===== src/rtl/usb_fifo_write_arbiter_pkg.sv =====
// Shared types and constants for the two-requester USB data FIFO write arbiter.
package usb_fifo_write_arbiter_pkg;

    localparam int unsigned DATA_W = 16;
    localparam int unsigned TCNT_W = 12;
    localparam int unsigned GNT_W  = 2;

    typedef enum logic [1:0] {
        IDLE  = 2'd0,
        XFER  = 2'd1,
        ABORT = 2'd2
    } state_t;

    localparam logic [TCNT_W-1:0] TIMEOUT_CYCLES_DEFAULT = 12'd4000;
    localparam logic [DATA_W-1:0] ABORT_WORD_DEFAULT     = 16'hFFAB;

    // Framing words emitted by the SCurve requesters
    localparam logic [DATA_W-1:0] SCURVE_HEADER = 16'h5343;
    localparam logic [DATA_W-1:0] SCURVE_TAIL   = 16'hFF45;

    typedef struct packed {
        logic              wr_en;
        logic [DATA_W-1:0] wr_din;
        logic              abort;
    } fifo_wr_t;

endpackage


===== src/rtl/usb_fifo_write_arbiter.sv =====
// Packet-atomic round-robin arbiter feeding two requesters into one USB data FIFO,
// with an idle timeout that terminates a stalled packet with an abort word.
module usb_fifo_write_arbiter
    import usb_fifo_write_arbiter_pkg::*;
#(
    parameter logic [TCNT_W-1:0] TIMEOUT_CYCLES = TIMEOUT_CYCLES_DEFAULT,
    parameter logic [DATA_W-1:0] ABORT_WORD     = ABORT_WORD_DEFAULT
) (
    input  logic              Clk,
    input  logic              reset,
    input  logic              req0_valid,
    input  logic [DATA_W-1:0] req0_data,
    input  logic              req0_last,
    output logic              req0_ready,
    input  logic              req1_valid,
    input  logic [DATA_W-1:0] req1_data,
    input  logic              req1_last,
    output logic              req1_ready,
    input  logic              usb_data_fifo_full,
    output logic              usb_data_fifo_wr_en,
    output logic [DATA_W-1:0] usb_data_fifo_wr_din,
    output logic [GNT_W-1:0]  grant,
    output logic              abort_pulse
);

    state_t             state;
    state_t             state_nxt;
    logic [GNT_W-1:0]   grant_nxt;
    logic               last_served;
    logic               last_served_nxt;
    logic [TCNT_W-1:0]  tcnt;
    logic [TCNT_W-1:0]  tcnt_nxt;
    fifo_wr_t           wr_q;
    fifo_wr_t           wr_nxt;

    logic               xfer_rdy;
    logic               g_valid;
    logic [DATA_W-1:0]  g_data;
    logic               g_last;
    logic               accept;

    // Mux of the currently granted requester
    assign g_valid = grant[1] ? req1_valid : req0_valid;
    assign g_data  = grant[1] ? req1_data  : req0_data;
    assign g_last  = grant[1] ? req1_last  : req0_last;

    // Readies are forced low while reset is held, even before the state register clears
    assign xfer_rdy   = (state == XFER) && !usb_data_fifo_full && !reset;
    assign req0_ready = xfer_rdy && grant[0];
    assign req1_ready = xfer_rdy && grant[1];
    assign accept     = g_valid && xfer_rdy && (grant != '0);

    always_ff @(posedge Clk) begin
        if (reset) begin
            state <= IDLE;
        end else begin
            state <= state_nxt;
        end
    end

    always_ff @(posedge Clk) begin
        if (reset) begin
            grant       <= '0;
            last_served <= 1'b1;
            tcnt        <= '0;
            wr_q        <= '0;
        end else begin
            grant       <= grant_nxt;
            last_served <= last_served_nxt;
            tcnt        <= tcnt_nxt;
            wr_q        <= wr_nxt;
        end
    end

    always_comb begin
        state_nxt       = state;
        grant_nxt       = grant;
        last_served_nxt = last_served;
        tcnt_nxt        = tcnt;
        wr_nxt          = '0;

        case (state)
            IDLE: begin
                tcnt_nxt = '0;
                // On a tie the requester not served last wins
                if (req0_valid && (!req1_valid || last_served)) begin
                    grant_nxt = 2'b01;
                    state_nxt = XFER;
                end else if (req1_valid) begin
                    grant_nxt = 2'b10;
                    state_nxt = XFER;
                end
            end

            XFER: begin
                if (accept) begin
                    wr_nxt.wr_en  = 1'b1;
                    wr_nxt.wr_din = g_data;
                    tcnt_nxt      = '0;
                    if (g_last) begin
                        last_served_nxt = grant[1];
                        grant_nxt       = '0;
                        state_nxt       = IDLE;
                    end
                end else if (tcnt == TIMEOUT_CYCLES) begin
                    state_nxt = ABORT;
                end else if (!usb_data_fifo_full && !g_valid) begin
                    tcnt_nxt = tcnt + TCNT_W'(1);
                end
            end

            ABORT: begin
                if (!usb_data_fifo_full) begin
                    wr_nxt.wr_en    = 1'b1;
                    wr_nxt.wr_din   = ABORT_WORD;
                    wr_nxt.abort    = 1'b1;
                    last_served_nxt = grant[1];
                    grant_nxt       = '0;
                    state_nxt       = IDLE;
                end
            end

            default: begin
                grant_nxt = '0;
                state_nxt = IDLE;
            end
        endcase
    end

    assign usb_data_fifo_wr_en  = wr_q.wr_en;
    assign usb_data_fifo_wr_din = wr_q.wr_din;
    assign abort_pulse          = wr_q.abort;

endmodule

===== config.mk =====
export PLATFORM = sky130hd
export DESIGN_NAME = usb_fifo_write_arbiter
export DESIGN_NICKNAME = d
export VERILOG_FILES = /design/src/rtl/usb_fifo_write_arbiter_pkg.sv /design/src/rtl/usb_fifo_write_arbiter.sv
export SDC_FILE = /design/constraint.sdc
export NUM_CORES = 1
export LEC_CHECK = 0
export BUFFER_PORTS_ARGS = -buffer_cell sky130_fd_sc_hd__buf_2
export CORE_MARGIN = 8
export CORE_UTILIZATION = 40
export DETAILED_ROUTE_END_ITERATION = 8
export GPL_TIMING_DRIVEN = 0
export PLACE_DENSITY = 0.73
export SYNTH_ARGS = -nofsm -noshare
export SYNTH_HDL_FRONTEND = slang
export SYNTH_SLANG_ARGS = --single-unit

===== constraint.sdc =====
create_clock -name Clk -period 2.9 [get_ports Clk]
set_input_delay 0.58 -clock Clk [delete_from_list [all_inputs] [get_ports Clk]]
set_output_delay 0.58 -clock Clk [all_outputs]
set_load 0.005 [all_outputs]

### After elaboration in Yosys (flattened, before gate mapping)

Index checks and enable logic that the tools add are counted.

* $add $sub $neg: 1
* eq/ne operators: 11
* muxes and demuxes: 25
* bitwise operators: 1
* reduce and logical (&&, ||, !) cells: 22

Operators by type and width (count)
* 12-bit 2-to-1 mux: 3
* 17-bit one-hot mux with 2 select lines: 1
* 12-bit one-hot mux with 2 select lines: 1
* 18-bit 2-to-1 mux: 1
* 2-bit 2-to-1 mux: 9
* 17-bit 2-to-1 mux: 1
* 16-bit 2-to-1 mux: 1
* 12-bit by 1-bit adder with 12-bit output (second input constant): 1
* 12-bit == test (second input constant): 1
* 2-bit one-hot mux with 3 select lines: 2
* 4-bit AND reduction: 3
* 3-bit != test (second input constant): 3
* 1-bit logical AND: 8
* 2-bit != test (second input constant): 3
* 3-bit by 2-bit != test with 1-bit output (second input constant): 2
* 2-bit nonzero test: 3
* 1-bit 2-to-1 mux: 5
* 1-bit logical NOT: 4
* 3-bit AND reduction: 1
* 2-bit by 1-bit == test with 1-bit output (second input constant): 1
* 2-bit == test (second input constant): 1
* 2-bit logical NOT: 1
* 1-bit one-hot mux with 2 select lines: 1
* 2-bit OR reduction: 1
* other kinds (2): 2

* bits in registers: 35
* bits of input ports: 39
* output and inout port bits: 22

### Logic depth before layout (Yosys ltp)

Gate-level depths: netlist of the first run.

* depth in word-level cells: 7
* mapped depth: 9

### Worst setup path after synthesis of the first run

OpenSTA, ideal clock, no wires.

* kind: flip-flop to flip-flop
* start point: register tcnt[0]
* end point: register tcnt[10]
* arrival: 1.802 ns
* required time: 2.764 ns
* setup slack: 0.962 ns
* stages on the path, launching flop included: 8
* buffers on the path: 0
* cell sequence: dfxtp_1 inv_1 ha_1 or4b_1 o311a_4 nor3b_2 a41oi_1 a31oi_1

* cells in the longest elaborated chain, start to end: 5
* elaborated cells on any way between the ends: 8
* those cells by class: add/sub: 1; eq/ne: 2; mux: 4; reduce/logical: 1

RTL lines
* start, declared: RTL line usb_fifo_write_arbiter.sv:31 `logic [TCNT_W-1:0] tcnt;`
* start signal, assigned: RTL line usb_fifo_write_arbiter.sv:70 `tcnt <= tcnt_nxt;`
* 12-bit by 1-bit adder with 12-bit output: RTL line usb_fifo_write_arbiter.sv:108 `tcnt_nxt = tcnt + TCNT_W'(1);`
* 12-bit 2-to-1 mux: RTL line usb_fifo_write_arbiter.sv:107 `end else if (!usb_data_fifo_full && !g_valid) begin`
* 12-bit 2-to-1 mux: RTL line usb_fifo_write_arbiter.sv:105 `end else if (tcnt == TIMEOUT_CYCLES) begin`
* 12-bit 2-to-1 mux: RTL line usb_fifo_write_arbiter.sv:96 `if (accept) begin`
* 12-bit one-hot mux with 2 select lines: RTL line usb_fifo_write_arbiter.sv:82 `case (state)`

Several ways; a longest one is shown, not always the timed one. The select of a mux whose other input is x is not followed.
A chain may end at the register's enable or synchronous reset.

### Worst setup path after layout of the first run

* start point: register grant[1]
* end point: output req1_ready

* cells in the longest elaborated chain, start to end: 1

RTL lines
* start, declared: RTL line usb_fifo_write_arbiter.sv:22 `output logic [GNT_W-1:0] grant,`
* start signal, assigned: RTL line usb_fifo_write_arbiter.sv:68 `grant <= grant_nxt;`
* 1-bit logical AND: RTL line usb_fifo_write_arbiter.sv:50 `assign req1_ready = xfer_rdy && grant[1];`
* end, declared: RTL line usb_fifo_write_arbiter.sv:18 `output logic req1_ready,`

Every way passes these cells.

==> results of run 1 <==
## sequential cells by signal, indices dropped and copies added (netlist names)
signal	flops
grant	2
usb_data_fifo_wr_en	1
abort_pulse	1
last_served	1
state	2
usb_data_fifo_wr_din	16
tcnt	12
## kinds of logic (layout without fill, tap and decap cells)
logic type / count (synthesis) / count (layout) / share of synthesized area
AND/OR/NAND/NOR: 55 / 55 / 0.1589
flip-flops: 35 / 35 / 0.4064
adder cells (fa/ha/maj): 5 / 5 / 0.03628
multiplexers: 22 / 22 / 0.1292
buffers and inverters: 18 / 85 / 0.04354
AO/OA/AOI/OAI: 59 / 59 / 0.2257
## layer usage
metal,vias to the layer above,track usage
li1,833,-
met1,746,0.1531
met2,66,0.2235
met3,7,0.08753
met4,0,0.05263
met5,-,0
## worst max path at each step
stage	to	slack, ns	depth (start not counted)
2_1_floorplan	tcnt[10]	0.96	7
3_3_place_gp	tcnt[11]	0.78	6
3_5_place_dp	tcnt[11]	0.72	6
4_1_cts	req1_ready	0.47	5
5_1_grt	req1_ready	0.30	5
6_report	req1_ready	0.49	5
## power by group
group          leakage (nW)  internal [mW]  switching [mW]  total, mW
clock                0.0412          0.168           0.192      0.360
sequential            0.283          0.513          0.0198      0.533
combinational         0.628          0.208           0.282      0.490
## stage by stage
step / setup WS, ns / hold slack, ns / total power, mW / utilization
floorplan: 0.9622 / 0.4339 / 0.9079 / -
global placement: 0.7824 / 0.4569 / 1.026 / 0.4889
detailed placement: 0.7236 / 0.4559 / 1.031 / 0.4889
CTS: 0.4663 / 0.4754 / 1.387 / 0.5088
global route: 0.2976 / 0.5063 / 1.462 / 0.5088
finish: 0.4902 / 0.4761 / 1.383 / 0.5088
## Yosys cell counts (all sizes together)
library cell,number
and2,1
nor2,14
clkbuf,5
or4b,1
dfxtp,35
nor3b,3
a21boi,1
o21ai,12
a41oi,2
o2111ai,1
inv,9
and3,1
o211ai,4
nand2b,4
mux2,2
a311oi,2
nand3b,2
nand4,2
mux2i,20
o21a,1
nand2,16
buf,4
a21o,2
nand3,6
a21oi,23
a31oi,4
a22o,2
nor3,4
ha,5
o311a,1
o31ai,4
and3b,1
## layout make-up
cell class	count	area, um^2	share of cell area
Multi-Input combinational cell	141	948.4	0.4371
Sequential cell	35	700.7	0.3230
Timing Repair Buffer	59	295.3	0.1361
Clock buffer	6	72.57	0.03345
Tap cell	52	65.06	0.02999
Buffer	9	41.29	0.01903
Inverter	9	33.78	0.01557
Clock inverter	2	12.51	0.005767
## worst max-delay path, stage by stage, from the launching register on
cell and delay (ns):
dfxtp_1 0.33, clkbuf_1 0.21, buf_2 0.32, buf_2 0.33, nor3b_1 0.20, buf_2 0.15
==> key figures, run 1 <==
Final layout
  – Most frequent cells in the layout: buf_2 (62), dfxtp_1 (35), a21oi_1 (23)
  – Design Area, Final: about 2200 um^2
  – Area grow syn2layout: 25.83%
  – Commonest non-fill, non-tap cell in the layout: buf_2
  – Antenna fix cells: 0
  – Non-Filler Instances: 313
  – Nets: 304
  – Layout cells sized above 1: 0.2950
  – Fillers: between 400 and 500

Setup path
  – Worst reg-to-reg setup slack: around 0.76 ns
  – CP Capture Type: output pin
  – WS Path Type: register to output pin
  – CP Data Arrival Time: approximately 1.8 ns
  – Req. time, crit path: between 2 and 2.5 ns
  – Worst R2R Start: state[1]
  – Critical Path Fanout Max: 10
  – Critical Path Start Type: register
  – Worst reg2reg path depth: 8
  – R2R Path End: tcnt[11]
  – Critical Path Start: grant[1]

Synth
  – Sequential fraction of the synthesis area: 0.4064
  – Synth Instances: 194
  – Total number of yosys warnings: 0
  – Post-Syn Nets: 238
  – Post-synth top area share: 0.4064
  – Post-Syn Area per Cell: 8.887 um^2
  – Synth unique cells: 35
  – Ranking of synthesized cells by area: dfxtp_1 (41%), mux2i_1 (12%), a21oi_1 (6.7%)
  – Flops & latches, synth: 35
  – Mapped Area: around 1700 um^2
  – Largest area contributor in the synthesized netlist: dfxtp_1

Placement
  – Placed inst area: between 2000 and 2500 um^2
  – # placed instances: between 300 and 400
  – GPL Wtd Cong: about 0.86
  – HPWL after DPL: ~3400 um
  – Port Buf Inserts: 59

Global routing
  – Total track usage: 0.1421
  – First-pass GRT wire length: roughly 7400 um
  – Vias in the first global route: roughly 1,700
  – Gr ovfl total: 0
  – Largest net degree at the start of global routing: 12
  – Initial antenna violation count: 0

Run status
  – Status: complete, no violations

Routing
  – WL met3: roughly 530 um
  – Remaining DRCs: 0
  – DRT Pass-1 Iters: 4
  – Via count: 1,652
  – Highest metal used: met4
  – Vias per cell: ~5.3
  – Drt first-iter violations: 80
  – Metal-1 WL: 1908 um
  – Post-route ant nets: 0
  – Routed WL per cell: approximately 14 um
  – Drt total wl: about 4400 um
  – Met2 WL: between 1500 and 2000 um

Clock network
  – Total CTS buffers: 5
  – Clock Pin Slew Worst Setup and Hold Paths: approximately 0.08 ns
  – Worst-Skew Late Latency: 0.29 ns
  – CTS resizes: 0
  – # clock sinks: 35
  – Hold Buf Count CTS: 0
  – CTS tree: built
  – CTS Root Buffer Type: clkbuf_8
  – Number of setup buffers added after CTS: 0
  – Max clock buf depth: 2
  – CTS H-Tree Depth: 2

Floorplanning
  – Die Footprint: ~6700 um^2
  – Placeable core region: 4264 um^2
  – Die W: just over 80 um
  – Num rows: 24
  – Initial Util: 0.4043
  – Die height: ~82 um
  – I/O pins: 61

Power and ir drop
  – Power Dens Cells: around 640 nW/um^2
  – Lkg Pwr: around 0.95 nW
  – Worst VDD drop: between 400 and 500 uV

STA
  – Max Fclk: approximately 410 MHz
  – Tmin final: around 2.4 ns
  – Worst Clk Skew: 0.003533 ns
  – Headroom to the max-slew limit: 0.5715
  – Post-route setup TNS: 0 ns
  – RSZ-0062 raised after global routing: false
  – Tcrit/Tclk final: 0.8310
  – Final setup viols: 0
  – Final hold vios: 0
  – Max-slew violation count: 0
  – Worst-margin pin slew: 0.6400 ns

Min path
  – Hold path cells: 2
  – HP Start: last_served
  – HP Class: register to register
  – Hold EP: last_served

Run
  – Maxcap violations: 0
Note: power is estimated with default switching activity, not from simulation.
==> inputs of run 2 (changes only) <==
clock period = 2.4 ns   (was 2.9 ns; I/O delays follow)
==> run 2 against run 1 <==
Worst setup slack got worse by 0.29 ns; largest power group unchanged; critical path type unchanged; critical path depth is 2 higher; die area unchanged; highest routed layer unchanged; via count fell by 0.54%.
==> key figures, run 2 (synthesis gave the netlist of run 1 again) <==
Setup path
  – Worst path slowest cell: dfxtp_1
  – WS Path Type: register to output pin
  – Req. time, crit path: 1.92 ns (-0.40 ns)
  – CP peak stage delay: 0.33 ns (about the same)
  – Critical Path Fanout Max: 9 (-1)
  – CP Capture Type: output pin
  – Critical Path Start Type: register
  – Cell mode on critical path: clkbuf_1
  – CP Data Arrival Time: 1.72 ns (-0.11 ns)
  – Buffer and inverter count on the worst path: 4 (unchanged)
  – Cell family with most CP delay: buffers and inverters
  – Cell Chain, Critical Path: inv_1 > ha_1 > clkbuf_1 > nand2b_1 > clkbuf_1 > nor3b_1 > buf_2

STA
  – Post-route setup TNS: 0 ns (unchanged)
  – Headroom to the max-slew limit: 0.5826 (+0.01114)
  – Worst-margin pin slew: 0.6234 ns (-0.01664 ns)
  – Max Fclk: 454.8 MHz
  – Final setup viols: 0 (unchanged)
  – Final hold vios: 0 (unchanged)
  – RSZ-0062 raised after global routing: false
  – Max-slew violation count: 0 (unchanged)
  – Tmin final: roughly 2.2 ns
  – Worst Clk Skew: 0.003942 ns (+0.0004084 ns)
  – Tcrit/Tclk final: 0.9163

Final layout
  – Final Util: 0.5082 (-0.0005870)
  – Nets: 303 (-0.33%)
  – Antenna fix cells: 0 (unchanged)
  – Max reg flops: 16 (unchanged)
  – Area occupied by multi-input gates: 948.4 um^2 (unchanged)
  – Area grow syn2layout: 25.69%
  – Sequential Area: 700.7 um^2 (unchanged)
  – Most frequent cells in the layout: buf_2 (60), dfxtp_1 (35), a21oi_1 (23)
  – Fillers: 414 (unchanged)
  – Layout cells sized above 1: 0.2923 (-0.002711)
  – Commonest non-fill, non-tap cell in the layout: buf_2

Clock network
  – Clock Pin Slew Worst Setup and Hold Paths: 0.08 ns (about the same)
  – # clock sinks: 35 (unchanged)
  – CTS Root Buffer Type: clkbuf_8
  – Total CTS buffers: 5 (unchanged)
  – CTS tree: built
  – Worst-Skew Late Latency: 0.29 ns (about the same)
  – CTS H-Tree Depth: 2 (unchanged)
  – Number of setup buffers added after CTS: 0 (unchanged)
  – Max clock buf depth: 2 (unchanged)

Placement
  – Port Buf Inserts: 59 (unchanged)
  – HPWL after DPL: 3405 um (unchanged)
  – GPL Wtd Cong: 0.8588 (unchanged)

Floorplanning
  – Placeable core region: 4264 um^2 (unchanged)
  – Die W: 81.66 um (unchanged)
  – I/O pins: 61 (unchanged)
  – Initial Util: 0.4043 (unchanged)
  – Die Footprint: 6668 um^2 (unchanged)
  – Num rows: 24 (unchanged)
  – Die height: 81.66 um (unchanged)

Global routing
  – Gr ovfl total: 0 (unchanged)
  – Vias in the first global route: 1,727 (unchanged)
  – First-pass GRT wire length: 7417 um (unchanged)
  – Largest net degree at the start of global routing: 12 (unchanged)
  – Initial antenna violation count: 0 (unchanged)
  – Total track usage: 0.1421 (unchanged)

Routing
  – Drt first-iter violations: 73 (-8.8%)
  – Vias per cell: 5.266 (-0.23%)
  – DRT Pass-1 Iters: 4 (unchanged)
  – Post-route ant nets: 0 (unchanged)
  – Via count: 1,643 (-0.54%)
  – Drt total wl: 4417 um (-0.34%)
  – Remaining DRCs: 0 (unchanged)
  – Routed WL per cell: 14.16 um (about the same)

Run
  – Maxcap violations: 0 (unchanged)

Power and ir drop
  – Power Dens Cells: 770.8 nW/um^2 (+21%)
  – Worst VDD drop: 506.8 uV (+21%)
  – Lkg Pwr: 0.9468 nW (-0.59%)

Run status
  – Status: complete, no violations

Min path
  – HP Class: primary input to register
[run 2: worst paths after layout]
check	from	endpoint	slack, ns	cells after the start
setup reg to reg	state[1]	tcnt[11]	0.28	8
hold / removal	req0_data[6]	usb_data_fifo_wr_din[6]	0.43	3
hold reg to reg	last_served	last_served	0.48	2
setup / recovery	state[1]	req1_ready	0.20	7
[run 2: timing repair]
action	CTS	global route
hold buffers	0	0
endpoints found under the setup margin	0	1
hold endpoints to repair	0	0
gates resized for setup	0	1
[run 2: worst min-delay path, cell delays in order]
cell     delay, ns
buf_2         0.08
mux2i_1       0.06
nor2_1        0.07
[run 2: cell type report]
cell class | instances | area share
Tap cell | 52 | 0.03002
Timing Repair Buffer | 59 | 0.1363
Clock inverter | 2 | 0.005774
Sequential cell | 35 | 0.3233
Multi-Input combinational cell | 141 | 0.4376
Clock buffer | 6 | 0.03349
Inverter | 9 | 0.01559
Buffer | 8 | 0.01790
[run 2: report_power, final]
| part | internal [mW] | switching, mW | total (mW) |
|---|---|---|---|
| clock | 0.203 | 0.232 | 0.435 |
| combinational | 0.251 | 0.341 | 0.592 |
| sequential | 0.620 | 0.0238 | 0.643 |
[run 2: layer usage]
layer,part of all wire,global-route usage
met2,0.44,0.2235
met4,0.016,0.05263
met5,0,0
met1,0.43,0.1531
met3,0.11,0.08753
[run 2: metrics by stage]
stage          worst slack, ns  hold WS, ns  total power, mW  cell area (um^2)  std cells
3_5_place_dp            0.2339       0.4559            1.246              2085        305
5_1_grt                0.01151       0.4467            1.765              2167        312
6_report                0.2010       0.4286            1.670              2167        312
2_1_floorplan           0.4622       0.4339            1.097              1724        194
4_1_cts                0.06628       0.4240            1.676              2170        313
3_3_place_gp            0.3001       0.4569            1.240              2085        305
==> inputs of run 3 (changes only) <==
CORE_UTILIZATION = 45   (was 40)
==> run 3 against run 2 <==
Global-route usage up 0.14 points; count of clock-buffer cells in the layout up 1; core utilization up 9.0 points; via count up 0.49%; design area up 0.98%; total power up 2.5%; clock power up 7.8%; critical path depth unchanged; fmax down 1.6%; first-iteration DRC count up 1.4%; routed wire length up 1.0%; die area down 9.0%; critical path type unchanged; largest cell class unchanged; highest routed layer unchanged.
==> key figures, run 3 (synthesis gave the netlist of run 1 again) <==
Run status
  – Status: complete, no violations

Placement
  – Placed inst area: 2079 um^2 (-0.24%)
  – Pre-CTS setup slack: 0.2395 ns (+0.005575 ns)
  – Port Buf Inserts: 59 (unchanged)
  – GPL Wtd Cong: 0.8052 (-6.2%)
  – HPWL after DPL: 3495 um (+2.6%)
  – # placed instances: 301 (-1.3%)

Setup path
  – CP Capture Type: output pin
  – Critical Path Fanout Max: 9 (unchanged)
  – Worst R2R Start: state[1]
  – Critical Path Start Type: register
  – Cell Chain, Critical Path: inv_1 > ha_1 > clkbuf_1 > nand2b_1 > clkbuf_1 > nor3b_1 > buf_2
  – Worst setup path endpoint: req0_ready
  – Critical Path Start: state[1]
  – WS Path Type: register to output pin
  – R2R Path End: tcnt[11]
  – Worst reg-to-reg setup slack: 0.21 ns (-0.07 ns)
  – Worst path slowest cell: dfxtp_1
  – Req. time, crit path: 1.92 ns (about the same)
  – CP peak stage delay: 0.33 ns (about the same)
  – Buffer and inverter count on the worst path: 4 (unchanged)
  – Cell mode on critical path: clkbuf_1
  – Critical Path Stages: 7 (unchanged)
  – Cell family with most CP delay: buffers and inverters
  – Worst reg2reg path depth: 8 (unchanged)
  – CP Data Arrival Time: 1.75 ns (+0.03 ns)

Run
  – Maxcap violations: 0 (unchanged)

STA
  – Tcrit/Tclk final: 0.9308 (+0.01450)
  – Tmin final: 2.234 ns (+0.03481 ns)
  – Worst-margin pin slew: 0.6591 ns (+0.03570 ns)
  – Headroom to the max-slew limit: 0.5587 (-0.02390)
  – Worst hold slack: 0.4294 ns (+0.0008910 ns)
  – Post-route setup TNS: 0 ns (unchanged)
  – Max-slew violation count: 0 (unchanged)
  – Final setup viols: 0 (unchanged)
  – Worst Clk Skew: 0.008861 ns (+0.004919 ns)
  – RSZ-0062 raised after global routing: false
  – Final worst setup slack: 0.1662 ns (-0.03481 ns)
  – Max Fclk: 447.7 MHz (-1.6%)
  – Final hold vios: 0 (unchanged)

Min path
  – HP Class: primary input to register
  – Hold path cells: 3 (unchanged)

Routing
  – Routed WL per cell: 14.44 um (+2.0%)
  – Drt first-iter violations: 74 (+1.4%)
  – Drt total wl: 4462 um (+1.0%)
  – Remaining DRCs: 0 (unchanged)
  – Post-route ant nets: 0 (unchanged)
  – DRT Pass-1 Iters: 4 (unchanged)
  – Vias per cell: 5.343 (+1.5%)
  – Via count: 1,651 (+0.49%)

Clock network
  – Max clock buf depth: 2 (unchanged)
  – Number of setup buffers added after CTS: 0 (unchanged)
  – CTS Root Buffer Type: clkbuf_8
  – Hold Buf Count CTS: 0 (unchanged)
  – Clock Pin Slew Worst Setup and Hold Paths: 0.07 ns (about the same)
  – CTS resizes: 0 (unchanged)
  – # clock sinks: 35 (unchanged)
  – Total CTS buffers: 5 (unchanged)
  – Worst-Skew Late Latency: 0.29 ns (about the same)
  – CTS H-Tree Depth: 2 (unchanged)
  – CTS tree: built

Power and ir drop
  – Cell Int Power: 1.138 mW (+6.0%)
  – Total power: 1.712 mW (+2.5%)
  – Lkg Pwr: 0.9614 nW (+1.5%)
  – Power Dens Cells: 782.2 nW/um^2 (+1.5%)
  – Clock group share of total power: 0.274 (+0.013)
  – Sw power: 573.5 uW (-3.9%)
  – Worst VDD drop: 514.9 uV (+1.6%)
  – Sequential share of power: 0.376 (-0.009)
  – Logic gate share of total power: 0.350 (-0.004)
  – Sw Share: 0.3351 (-0.02228)

Global routing
  – First-pass GRT wire length: 7141 um (-3.7%)
  – Largest net degree at the start of global routing: 12 (unchanged)
  – Total track usage: 0.1435 (+0.001423)
  – Gr ovfl total: 0 (unchanged)
  – Initial antenna violation count: 0 (unchanged)
  – Vias in the first global route: 1,538 (-11%)

Final layout
  – Design Area, Final: 2188 um^2 (+0.98%)
  – Max reg flops: 16 (unchanged)
  – Non-Filler Instances: 309 (-0.96%)
  – Layout cells sized above 1: 0.2989 (+0.006543)
  – Most frequent cells in the layout: buf_2 (60), dfxtp_1 (35), a21oi_1 (23)
  – Antenna fix cells: 0 (unchanged)
  – Nets: 304 (+0.33%)
  – Final Util: 0.5977 (+0.08953)
  – Area grow syn2layout: 26.92%
  – Fillers: 337 (-19%)
  – Commonest non-fill, non-tap cell in the layout: buf_2

Floorplanning
  – Die Footprint: 6068 um^2 (-9.0%)
  – Die W: 77.90 um (-4.6%)
  – Initial Util: 0.4710 (+0.06661)
  – I/O pins: 61 (unchanged)
  – Die height: 77.90 um (-4.6%)
  – Placeable core region: 3661 um^2 (-14%)
  – Num rows: 22 (-8.3%)
## run 3: changes by cell type in the layout (fill, tap and decap cells not counted), sizes merged
cell | previous run | this run
buf | 61 | 62
clkbuf | 12 | 13
clkinv | 1 | 0
## run 3: layout make-up
| cell class | count | area, um^2 | area share |
|---|---|---|---|
| buffer | 9 | 46.29 | 0.02115 |
| clock inverter | 1 | 7.507 | 0.003431 |
| inverter | 9 | 33.78 | 0.01544 |
| multi-input combinational | 141 | 948.4 | 0.4334 |
| timing repair buffer | 59 | 295.3 | 0.1349 |
| sequential | 35 | 700.7 | 0.3202 |
| clock buffer | 7 | 96.34 | 0.04403 |
| tap | 48 | 60.06 | 0.02744 |
## run 3: routing by layer
layer,up-vias,routed length [um],GRT usage
met5,-,0,0
met4,0,114,0.06667
met3,12,216,0.05300
met2,41,2237,0.2398
li1,838,-,-
met1,760,1894,0.1585
## run 3: power by group through the flow
stage               combinational (mW)  clock [mW]  sequential, mW
global placement                 0.593           0           0.654
finish                           0.600       0.469           0.643
global route                     0.664       0.501           0.646
detailed placement               0.595           0           0.656
CTS                              0.597       0.482           0.643
floorplan                        0.443           0           0.654
## run 3: worst min-delay path by stage
stage	start	endpoint	slack [ns]
after floorplan	tcnt[11]	tcnt[11]	0.43
final	req0_data[4]	usb_data_fifo_wr_din[4]	0.43
after global placement	tcnt[11]	tcnt[11]	0.45
after detailed placement	tcnt[11]	tcnt[11]	0.46
after global routing	req0_data[4]	usb_data_fifo_wr_din[4]	0.44
after CTS	req0_data[2]	usb_data_fifo_wr_din[2]	0.43
## run 3: worst reg2reg max path: stages, from the launching register on
cell and delay (ns):
dfxtp_1 0.33, inv_1 0.08, ha_1 0.14, clkbuf_1 0.30, nand2b_1 0.09, clkbuf_1 0.19
nor3b_2 0.59, nand2_1 0.15, o31ai_1 0.23
